## config.mk

```make
export PLATFORM = sky130hd
export DESIGN_NAME = score_packer
export DESIGN_NICKNAME = d
export VERILOG_FILES = /design/src/rtl/score_packer_pkg.sv /design/src/rtl/score_sat.sv /design/src/rtl/score_packer.sv
export SDC_FILE = /design/constraint.sdc
export NUM_CORES = 1
export LEC_CHECK = 0
export ABC_AREA = 1
export CAP_MARGIN = 10
export CORE_ASPECT_RATIO = 1.4
export CORE_MARGIN = 1
export CORE_UTILIZATION = 42
export DETAILED_ROUTE_END_ITERATION = 8
export PLACE_DENSITY = 0.76
export SETUP_SLACK_MARGIN = 0.1
export SYNTH_ARGS = -nofsm -noshare
export SYNTH_HDL_FRONTEND = slang
export SYNTH_SLANG_ARGS = --single-unit
```

## constraint.sdc

```tcl
create_clock -name clk -period 1.3 [get_ports clk]
set_input_delay 0.195 -clock clk [delete_from_list [all_inputs] [get_ports clk]]
set_output_delay 0.195 -clock clk [all_outputs]
set_load 0.01 [all_outputs]
```

## src/rtl/score_packer_pkg.sv

```systemverilog
// score_packer_pkg: shared constants, FSM state type and slot-offset helper for score_packer.
package score_packer_pkg;
  localparam int NUM_CLASSES = 10;
  localparam int OUT_W = 16;
  typedef enum logic {COLLECT, HOLD} state_t;
  function automatic int slot_off(input int k, input int w = OUT_W);
    return w * k;
  endfunction
endpackage

```

## src/rtl/score_sat.sv

```systemverilog
// score_sat: converts one signed IN_W score to OUT_W (saturating under SCORE_PACKER_SAT_EN, else truncating).
// Ports: d_i signed input score, q_o converted score.
module score_sat #(
  parameter int IN_W = 32,
  parameter int OUT_W = 16
) (
  input  logic signed [IN_W-1:0]  d_i,
  output logic        [OUT_W-1:0] q_o
);
`ifdef SCORE_PACKER_SAT_EN
  localparam logic signed [IN_W-1:0] MAXV = IN_W'((1 <<< (OUT_W - 1)) - 1);
  localparam logic signed [IN_W-1:0] MINV = -MAXV - 1;
  assign q_o = d_i > MAXV ? MAXV[OUT_W-1:0] : d_i < MINV ? MINV[OUT_W-1:0] : d_i[OUT_W-1:0];
`else
  // Upper bits are deliberately discarded by two's-complement truncation.
  logic unused_hi;
  assign unused_hi = ^d_i[IN_W-1:OUT_W];
  assign q_o = d_i[OUT_W-1:0];
`endif
endmodule

```

## src/rtl/score_packer.sv

```systemverilog
// score_packer: collects NUM_CLASSES score beats into a packed vector held until consumed.
// Ports: clk/rst_n (sync active-low), s_valid/s_ready/s_data/s_last score stream in,
// vec_valid/vec_ready/score_vec packed vector out, frame_err sticky framing error.
// Option: SCORE_PACKER_SAT_EN selects saturating instead of truncating conversion.
module score_packer #(
  parameter int NUM_CLASSES = score_packer_pkg::NUM_CLASSES,
  parameter int IN_W = 32,
  parameter int OUT_W = score_packer_pkg::OUT_W
) (
  input  logic                         clk,
  input  logic                         rst_n,
  input  logic                         s_valid,
  output logic                         s_ready,
  input  logic [IN_W-1:0]              s_data,
  input  logic                         s_last,
  output logic                         vec_valid,
  input  logic                         vec_ready,
  output logic [NUM_CLASSES*OUT_W-1:0] score_vec,
  output logic                         frame_err
);
  import score_packer_pkg::*;
  localparam int CW = NUM_CLASSES > 1 ? $clog2(NUM_CLASSES) : 1;
  state_t state_q, state_d;
  logic [CW-1:0] cnt_q, cnt_d;
  logic [NUM_CLASSES*OUT_W-1:0] vec_q, vec_d;
  logic err_q, err_d;
  logic [OUT_W-1:0] conv;
  logic acc, fin;
  score_sat #(.IN_W(IN_W), .OUT_W(OUT_W)) u_sat (.d_i(s_data), .q_o(conv));
  assign s_ready = state_q == COLLECT;
  assign acc = s_valid & s_ready;
  assign fin = cnt_q == CW'(NUM_CLASSES - 1);
  always_comb begin
    vec_d = vec_q;
    for (int k = 0; k < NUM_CLASSES; k++)
      if (acc && cnt_q == CW'(k)) vec_d[slot_off(k, OUT_W) +: OUT_W] = conv;
    cnt_d = acc ? ((fin || s_last) ? '0 : cnt_q + 1'b1) : cnt_q;
    // A framing error is a final slot without s_last, or s_last before the final slot.
    err_d = err_q | (acc & (fin ^ s_last));
    state_d = (acc && fin) ? HOLD : (state_q == HOLD && vec_ready) ? COLLECT : state_q;
  end
  always_ff @(posedge clk) begin
    if (!rst_n) begin
      state_q <= COLLECT;
      cnt_q <= '0;
      vec_q <= '0;
      err_q <= 1'b0;
    end else begin
      state_q <= state_d;
      cnt_q <= cnt_d;
      vec_q <= vec_d;
      err_q <= err_d;
    end
  end
  assign vec_valid = state_q == HOLD;
  assign score_vec = vec_q;
  assign frame_err = err_q;
endmodule

```

==> parameters.txt, run 1 <==
Parameter                              Value

Clock tree
  Clock latency at the later pin of the worst-skew pair    approximately 0.41 ns
  CTS H-tree lvls    4
  Clock tree from TritonCTS    built
  Post-CTS clock slew at the launch and capture registers of the worst setup and hold paths    ~0.070 ns
  CTS Root Buffer Type    clkbuf_16
  Num Clock Sinks    about 170
  Maximum count of clock buffers along a single path    2
  Number of buffers inserted during clock tree synthesis    17

STA
  Setup TNS    -4.046 ns
  Fmax    around 700 MHz
  Worst slew pin tran    approximately 0.32 ns
  Unrepaired setup endpoints after global routing    true
  Finish-stage setup viols    113
  Minimum clock period after layout    between 1 and 1.5 ns
  Worst-case setup margin in the final layout    -0.1216 ns
  Pins over their slew limit    0
  Worst-case hold slack    approximately 0.17 ns
  Setup Skew    roughly 0.009 ns
  Portion of the clock cycle consumed by the worst path in the final layout    109.4%
  Final Hold Fails    0
  Relative slew slack    ~79%

Yosys
  Cell count after synthesis    around 930
  Unique masters post-synth    22
  Cell types occupying the most area after synthesis    dfxtp_1 (51%), nor2_1 (19%), nand2_1 (19%)
  Number of nets produced by synthesis    969
  Number of synthesized register bits    approximately 170
  Seq/Total Area, Yosys    approximately 50%
  Post-synthesis area per instance    a little over 7 um2
  Post-synth top area share    roughly 51%
  Post-synthesis cell type with the largest combined area    dfxtp_1
  Cell area after synthesis    about 0.0066 mm2
  Yosys warning total    0

Critical path
  Buffers & Inverters on Critical Path    2
  Worst path depth    8
  Depth of the most critical reg-to-reg path    8
  Launching point of the worst reg2reg path    cnt_q[0]
  Nature of the critical path startpoint    register
  Top fanout value on the critical path    7
  Category of cells accounting for the largest share of critical-path delay    simple AND/OR/NAND/NOR gates
  Crit-path most repeated cell    nand2_1
  Max stage delay on crit path    approximately 0.37 ns
  R2R setup slack    -0.12 ns
  Beginning of the critical path    cnt_q[0]
  Arrival time reported for the critical path endpoint    1.73 ns
  Sequence of cells on the critical path    inv_4, ha_4, nand3_4, nor2_4, clkbuf_16, nand2_1, nand2_1, nor2_1
  Slowest-stage cell, CP    dfxtp_4
  End point of the critical path    score_vec[132]
  Critical path class    reg2reg
  CP Data Required Time    1.61 ns
  Endpoint of the worst register-to-register path    score_vec[132]
  Crit path capture type    register

Power and ir drop
  Peak ir drop on the vdd network    ~880 uV
  Seq pwr share    45.5%
  Power density of the placed cells    roughly 1200 mW/mm2
  Share of total power consumed by net switching    ~24%
  Clock group share of total power    between 40 and 50%
  Leakage    between 4 and 5 nW
  Net switching power figure    about 2.8 mW
  Internal power component    8.821 mW
  Logic gate share of total power    between 9 and 10%

Layout
  Area growth from synthesis to layout    49.58%
  Register area    0.003369 mm2
  Number of cells in the finished layout apart from fillers    between 1000 and 1500
  Final Instance Area    roughly 0.0098 mm2
  Diodes inserted    0
  Layout filler cell count    about 1200
  Area of the multi-input gates    around 0.0029 mm2
  Count of nets after finishing    between 1000 and 1500
  Layout cells sized above 1    roughly 25%

Run status
  Failing checks    setup timing
  Result of the run    finished with violations

Floorplan
  Number of ports placed on the die boundary    200
  Overall die height    149.9 um
  Starting density of the core    a little over two fifths
  Area of the core    ~0.015 mm2
  Chip Width    between 100 and 150 um
  FP Rows    53
  Area of the die    about 0.016 mm2

Routing
  Average wire length per cell after detail routing    approximately 15 um
  Total wire length    19580 um
  Via count of the routed design    6158
  Drt drc    0
  DRT Pass-1 Iters    6
  Drt initial violations    328
  Number of nets with antenna violations after routing    0
  Avg Vias per Cell    4.585

GRT
  Number of global-route vias before repair    about 5400
  Total Routing Usage GR    a little under a quarter
  Pin count of the biggest net entering global routing    39
  Global-route wire length before repair    around 29000 um
  Final global-route overflow total    0
  Initial antenna violation count    0

Placement
  Placed wire-length estimate after detailed placement    between 10000 and 15000 um
  Total placed instance area    just under 0.009 mm2
  Post-place setup slack    -0.2928 ns
  Placer's final routability congestion estimate    roughly 0.83
  Count of port buffers added during placement    between 150 and 200
  Number of instances in the placed design    between 1000 and 1500

Hold path
  Worst min-delay path category    in2reg

Job
  Maxcap violations    0
==> per-layer routing <==
| layer | track usage [%] | share of wire (%) | up-vias |
|---|---|---|---|
| met5 | 0 | 0 | - |
| met4 | 11.51 | 3.6 | 0 |
| met3 | 4.094 | 4.6 | 35 |
| met2 | 41.09 | 52 | 212 |
| met1 | 28.27 | 40 | 2738 |
| li1 | - | - | 3173 |
==> power groups by stage <==
| stage | clock network [mW] | registers [mW] | logic, mW |
|---|---|---|---|
| 2_1_floorplan | 0 | 5.44 | 0.516 |
| 3_3_place_gp | 0 | 5.39 | 1.12 |
| 3_5_place_dp | 0 | 5.39 | 1.14 |
| 4_1_cts | 5.27 | 5.28 | 1.13 |
| 5_1_grt | 5.53 | 5.30 | 1.24 |
| 6_report | 5.19 | 5.29 | 1.14 |
==> area by class of cell <==
cell class / count / share of cell area [%]
Timing Repair Buffer: 241 / 26.79
Sequential cell: 166 / 34.31
Clock inverter: 14 / 1.771
Tap cell: 192 / 2.446
Inverter: 26 / 1.096
Multi-Input combinational cell: 686 / 29.12
Clock buffer: 18 / 4.471
==> cell families after synthesis <==
kind of cell	count (synthesis)	share of synthesized area, %
adders and majority gates	5	0.9527
and+or+nand+nor	678	40.97
DFF	166	50.61
xor gates and xnor gates	1	0.1334
buffers and inverters	75	7.184
AOI/OAI and AO/OA	2	0.1523
==> flip-flops by register name, indices dropped and copies added (netlist names) <==
register   count
vec_valid      1
score_vec    160
frame_err      1
cnt_q          4
==> placed cells by master (no fill, tap or decap), drive strengths merged <==
| master | Yosys | routed |
|---|---|---|
| nor2 | 339 | 339 |
| bufinv | 0 | 3 |
| clkdlybuf4s15 | 0 | 127 |
| nand3 | 8 | 8 |
| buf | 46 | 77 |
| nand2 | 331 | 331 |
| clkbuf | 3 | 36 |
| inv | 10 | 13 |
| clkdlybuf4s50 | 0 | 19 |
| ha | 5 | 5 |
| xor2 | 1 | 1 |
| clkinv | 16 | 20 |
| o21ai | 1 | 1 |
| clkinvlp | 0 | 4 |
| a21oi | 1 | 1 |
| dfxtp | 166 | 166 |
==> what timing repair did <==
item                       CTS  global route
setup endpoints to repair  329           296
setup buffers                7             1
resized for setup          505            35
hold buffers                 0             0
gates cloned                 1             5
pin swaps                    2            13
==> worst reg2reg max path, delay by kind of cell, from the launching register on <==
family | cells | cell delay (ns)
simple gates | 5 | 0.51
fa+ha+maj | 1 | 0.15
flops | 1 | 0.37
buf+inv | 2 | 0.29
==> Yosys cell counts <==
cell type	number
a21oi_1	1
buf_1	6
xor2_1	1
nor2_1	329
nand3_1	4
nand2_1	328
nand3_2	1
clkinv_1	16
nor2_4	10
nand2_2	1
buf_2	9
inv_2	2
nand3_4	3
inv_1	7
o21ai_0	1
clkbuf_1	3
dfxtp_1	166
buf_4	15
ha_1	5
inv_4	1
nand2_4	2
buf_6	16
==> how the worst min path moves through the flow <==
| stage | to | cells past startpoint | from | slack, ns |
|---|---|---|---|---|
| finish | score_vec[63] | 3 | rst_n | 0.17 |
| global placement | frame_err | 2 | frame_err | 0.44 |
| floorplan | vec_valid | 3 | vec_ready | 0.39 |
| detailed placement | frame_err | 2 | frame_err | 0.44 |
| global route | score_vec[144] | 3 | rst_n | 0.17 |
| CTS | score_vec[144] | 3 | rst_n | 0.16 |
==> per-stage QoR <==
| step | util (%) | power (mW) |
|---|---|---|
| global route | 64.96 | 12.06 |
| floorplan | - | 5.952 |
| global placement | 58.85 | 6.514 |
| CTS | 64.26 | 11.68 |
| finish | 64.96 | 11.61 |
| detailed placement | 58.85 | 6.531 |
(Power assumes the default switching activity.)
==> run 2, diff against run 1 <==
--- a/config.mk
+++ b/config.mk
@@ -6,10 +6,11 @@
 export NUM_CORES = 1
 export LEC_CHECK = 0
 export ABC_AREA = 1
-export CAP_MARGIN = 10
+export CAP_MARGIN = 20
 export CORE_ASPECT_RATIO = 1.4
 export CORE_MARGIN = 1
 export CORE_UTILIZATION = 42
+export CTS_CLUSTER_SIZE = 24
 export DETAILED_ROUTE_END_ITERATION = 8
 export PLACE_DENSITY = 0.76
 export SETUP_SLACK_MARGIN = 0.1
==> results of run 2 <==
No change in the layout: final DEF, timing and power equal those of run 1.
==> run 3, diff against run 2 <==
--- a/config.mk
+++ b/config.mk
@@ -13,7 +13,6 @@
 export CTS_CLUSTER_SIZE = 24
 export DETAILED_ROUTE_END_ITERATION = 8
 export PLACE_DENSITY = 0.76
-export SETUP_SLACK_MARGIN = 0.1
 export SYNTH_ARGS = -nofsm -noshare
 export SYNTH_HDL_FRONTEND = slang
 export SYNTH_SLANG_ARGS = --single-unit
==> parameters.txt, run 3 (synthesis results as in run 1) <==
Parameter                              Value

STA
  Pins over their slew limit    0
  Unrepaired setup endpoints after global routing    true
  Relative slew slack    between 70% and 80%
  Setup Skew    between 0.009 and 0.01 ns
  Final Hold Fails    0
  Portion of the clock cycle consumed by the worst path in the final layout    114.3%
  Fmax    about 670 MHz
  Setup TNS    -8.948 ns
  Worst slew pin tran    approximately 0.39 ns
  Finish-stage setup viols    between 100 and 150
  Minimum clock period after layout    about 1.5 ns
  Worst-case setup margin in the final layout    -0.1863 ns

Clock tree
  Maximum count of clock buffers along a single path    2
  Num Clock Sinks    around 170
  Number of buffers inserted during clock tree synthesis    17
  CTS H-tree lvls    4
  Clock latency at the later pin of the worst-skew pair    about 0.43 ns
  Count of hold-fix buffers inserted at cts    0
  Clock tree from TritonCTS    built
  CTS Root Buffer Type    clkbuf_16
  Post-CTS clock slew at the launch and capture registers of the worst setup and hold paths    0.07 ns

Routing
  Avg Vias per Cell    ~4.8
  Number of nets with antenna violations after routing    0
  Drt drc    0
  Via count of the routed design    approximately 6500
  Drt initial violations    about 330
  DRT Pass-1 Iters    6
  Average wire length per cell after detail routing    15.63 um
  Total wire length    ~21000 um

Critical path
  Critical path class    reg2reg
  Max stage delay on crit path    0.38 ns
  Sequence of cells on the critical path    buf_6, ha_4, nand3_4, nor2_4, clkbuf_16, nand2_1, nand2_1, nor2_1
  Crit-path most repeated cell    nand2_1
  Slowest-stage cell, CP    dfxtp_4
  Nature of the critical path startpoint    register
  Crit path capture type    register
  Top fanout value on the critical path    8
  Category of cells accounting for the largest share of critical-path delay    simple AND/OR/NAND/NOR gates
  CP Data Required Time    1.61 ns
  Arrival time reported for the critical path endpoint    1.80 ns
  Buffers & Inverters on Critical Path    2

Layout
  Count of nets after finishing    about 1200
  Commonest non-fill, non-tap cells in the layout    nor2_1 (312), nand2_1 (256), dfxtp_1 (163)
  Layout filler cell count    between 1000 and 1500
  Area growth from synthesis to layout    53.98%
  Layout cells sized above 1    a little under a fifth
  Flip-flop count of the largest register after layout    160
  Register area    about 0.0033 mm2
  Most common library cell in the layout ignoring fill and taps    nor2_1
  Final Util    66.87%
  Area of the multi-input gates    around 0.0032 mm2
  Final Instance Area    ~0.010 mm2
  Diodes inserted    0

Power and ir drop
  Seq pwr share    approximately 46%
  Clock group share of total power    between 40% and 50%
  Total power    around 11 mW
  Peak ir drop on the vdd network    between 600 and 700 uV
  Leakage    between 4 and 5 nW
  Logic gate share of total power    between 10% and 20%
  Internal power component    8.483 mW
  Share of total power consumed by net switching    26.18%
  Net switching power figure    about 3 mW
  Power density of the placed cells    1136 mW/mm2

GRT
  Total Routing Usage GR    between 20% and 30%
  Initial antenna violation count    0
  Number of global-route vias before repair    roughly 5600
  Final global-route overflow total    0
  Pin count of the biggest net entering global routing    78
  Global-route wire length before repair    between 30000 and 40000 um

Placement
  Placed wire-length estimate after detailed placement    approximately 13000 um
  Count of port buffers added during placement    around 180
  Post-place setup slack    -0.2985 ns
  Placer's final routability congestion estimate    about 0.83
  Total placed instance area    just under 0.009 mm2

Floorplan
  Starting density of the core    between 40% and 50%
  Number of ports placed on the die boundary    200
  Overall die height    roughly 150 um
  Area of the die    between 0.015 and 0.02 mm2
  Chip Width    about 110 um
  FP Rows    53
  Area of the core    0.01512 mm2

Run status
  Failing checks    setup timing
  Result of the run    finished with violations

Hold path
  Worst min-delay path category    in2reg

Job
  Maxcap violations    0
run 3: cell count changes in the layout (fill, tap and decap cells not counted), sizes merged:
cell,before,now
dlygate4sd2,0,152
clkdlybuf4s15,127,9
buf,77,64
clkbuf,36,23
inv,13,17
bufinv,3,1
clkinvlp,4,2
run 3: final timing paths:
path	endpoint	cells past startpoint	slack (ns)	start
setup / recovery	score_vec[24]	8	-0.19	cnt_q[0]
hold reg to reg	frame_err	2	0.44	frame_err
setup reg to reg	score_vec[24]	8	-0.19	cnt_q[0]
hold / removal	score_vec[145]	3	0.08	rst_n
run 3: layer usage:
metal | GRT usage (%) | share of wire [%] | vias to the layer above
met2 | 44.20 | 52 | 222
met3 | 4.399 | 4.5 | 50
met4 | 12.81 | 4.3 | 0
met1 | 28.72 | 39 | 2972
met5 | 0 | 0 | -
li1 | - | - | 3206
run 3: final cells by class:
cell class                      count  area share [%]
Sequential cell                   166           32.95
Multi-Input combinational cell    686           31.69
Timing Repair Buffer              249           26.31
Clock buffer                       18           4.245
Tap cell                          192           2.376
Clock inverter                     14           1.386
Inverter                           26           1.039
run 3: worst reg2reg max path, stage by stage (launching register included):
cell and delay (ns):
dfxtp_4 0.38, buf_6 0.10, ha_4 0.14, nand3_4 0.11, nor2_4 0.23, clkbuf_16 0.21
nand2_1 0.06, nand2_1 0.10, nor2_1 0.06
run 3: timing repair:
item / 4_1_cts / 5_1_grt
setup buffers: 12 / 5
endpoints found under the setup margin: 328 / 178
gates cloned: 7 / 3
gates resized for setup: 199 / 135
pin swaps: 4 / 29
run 3: power by group through the flow:
stage | registers (mW) | clock network [mW] | logic, mW
6_report | 5.28 | 4.90 | 1.31
2_1_floorplan | 5.43 | 0 | 0.513
3_3_place_gp | 5.39 | 0 | 1.14
3_5_place_dp | 5.39 | 0 | 1.16
4_1_cts | 5.28 | 4.96 | 1.19
5_1_grt | 5.29 | 5.18 | 1.40
run 3: metrics by stage:
stage | hold WS [ns] | std cells
2_1_floorplan | 0.3917 | 927
3_3_place_gp | 0.4441 | 1295
3_5_place_dp | 0.4455 | 1295
4_1_cts | 0.07216 | 1346
5_1_grt | 0.08832 | 1351
6_report | 0.08311 | 1351
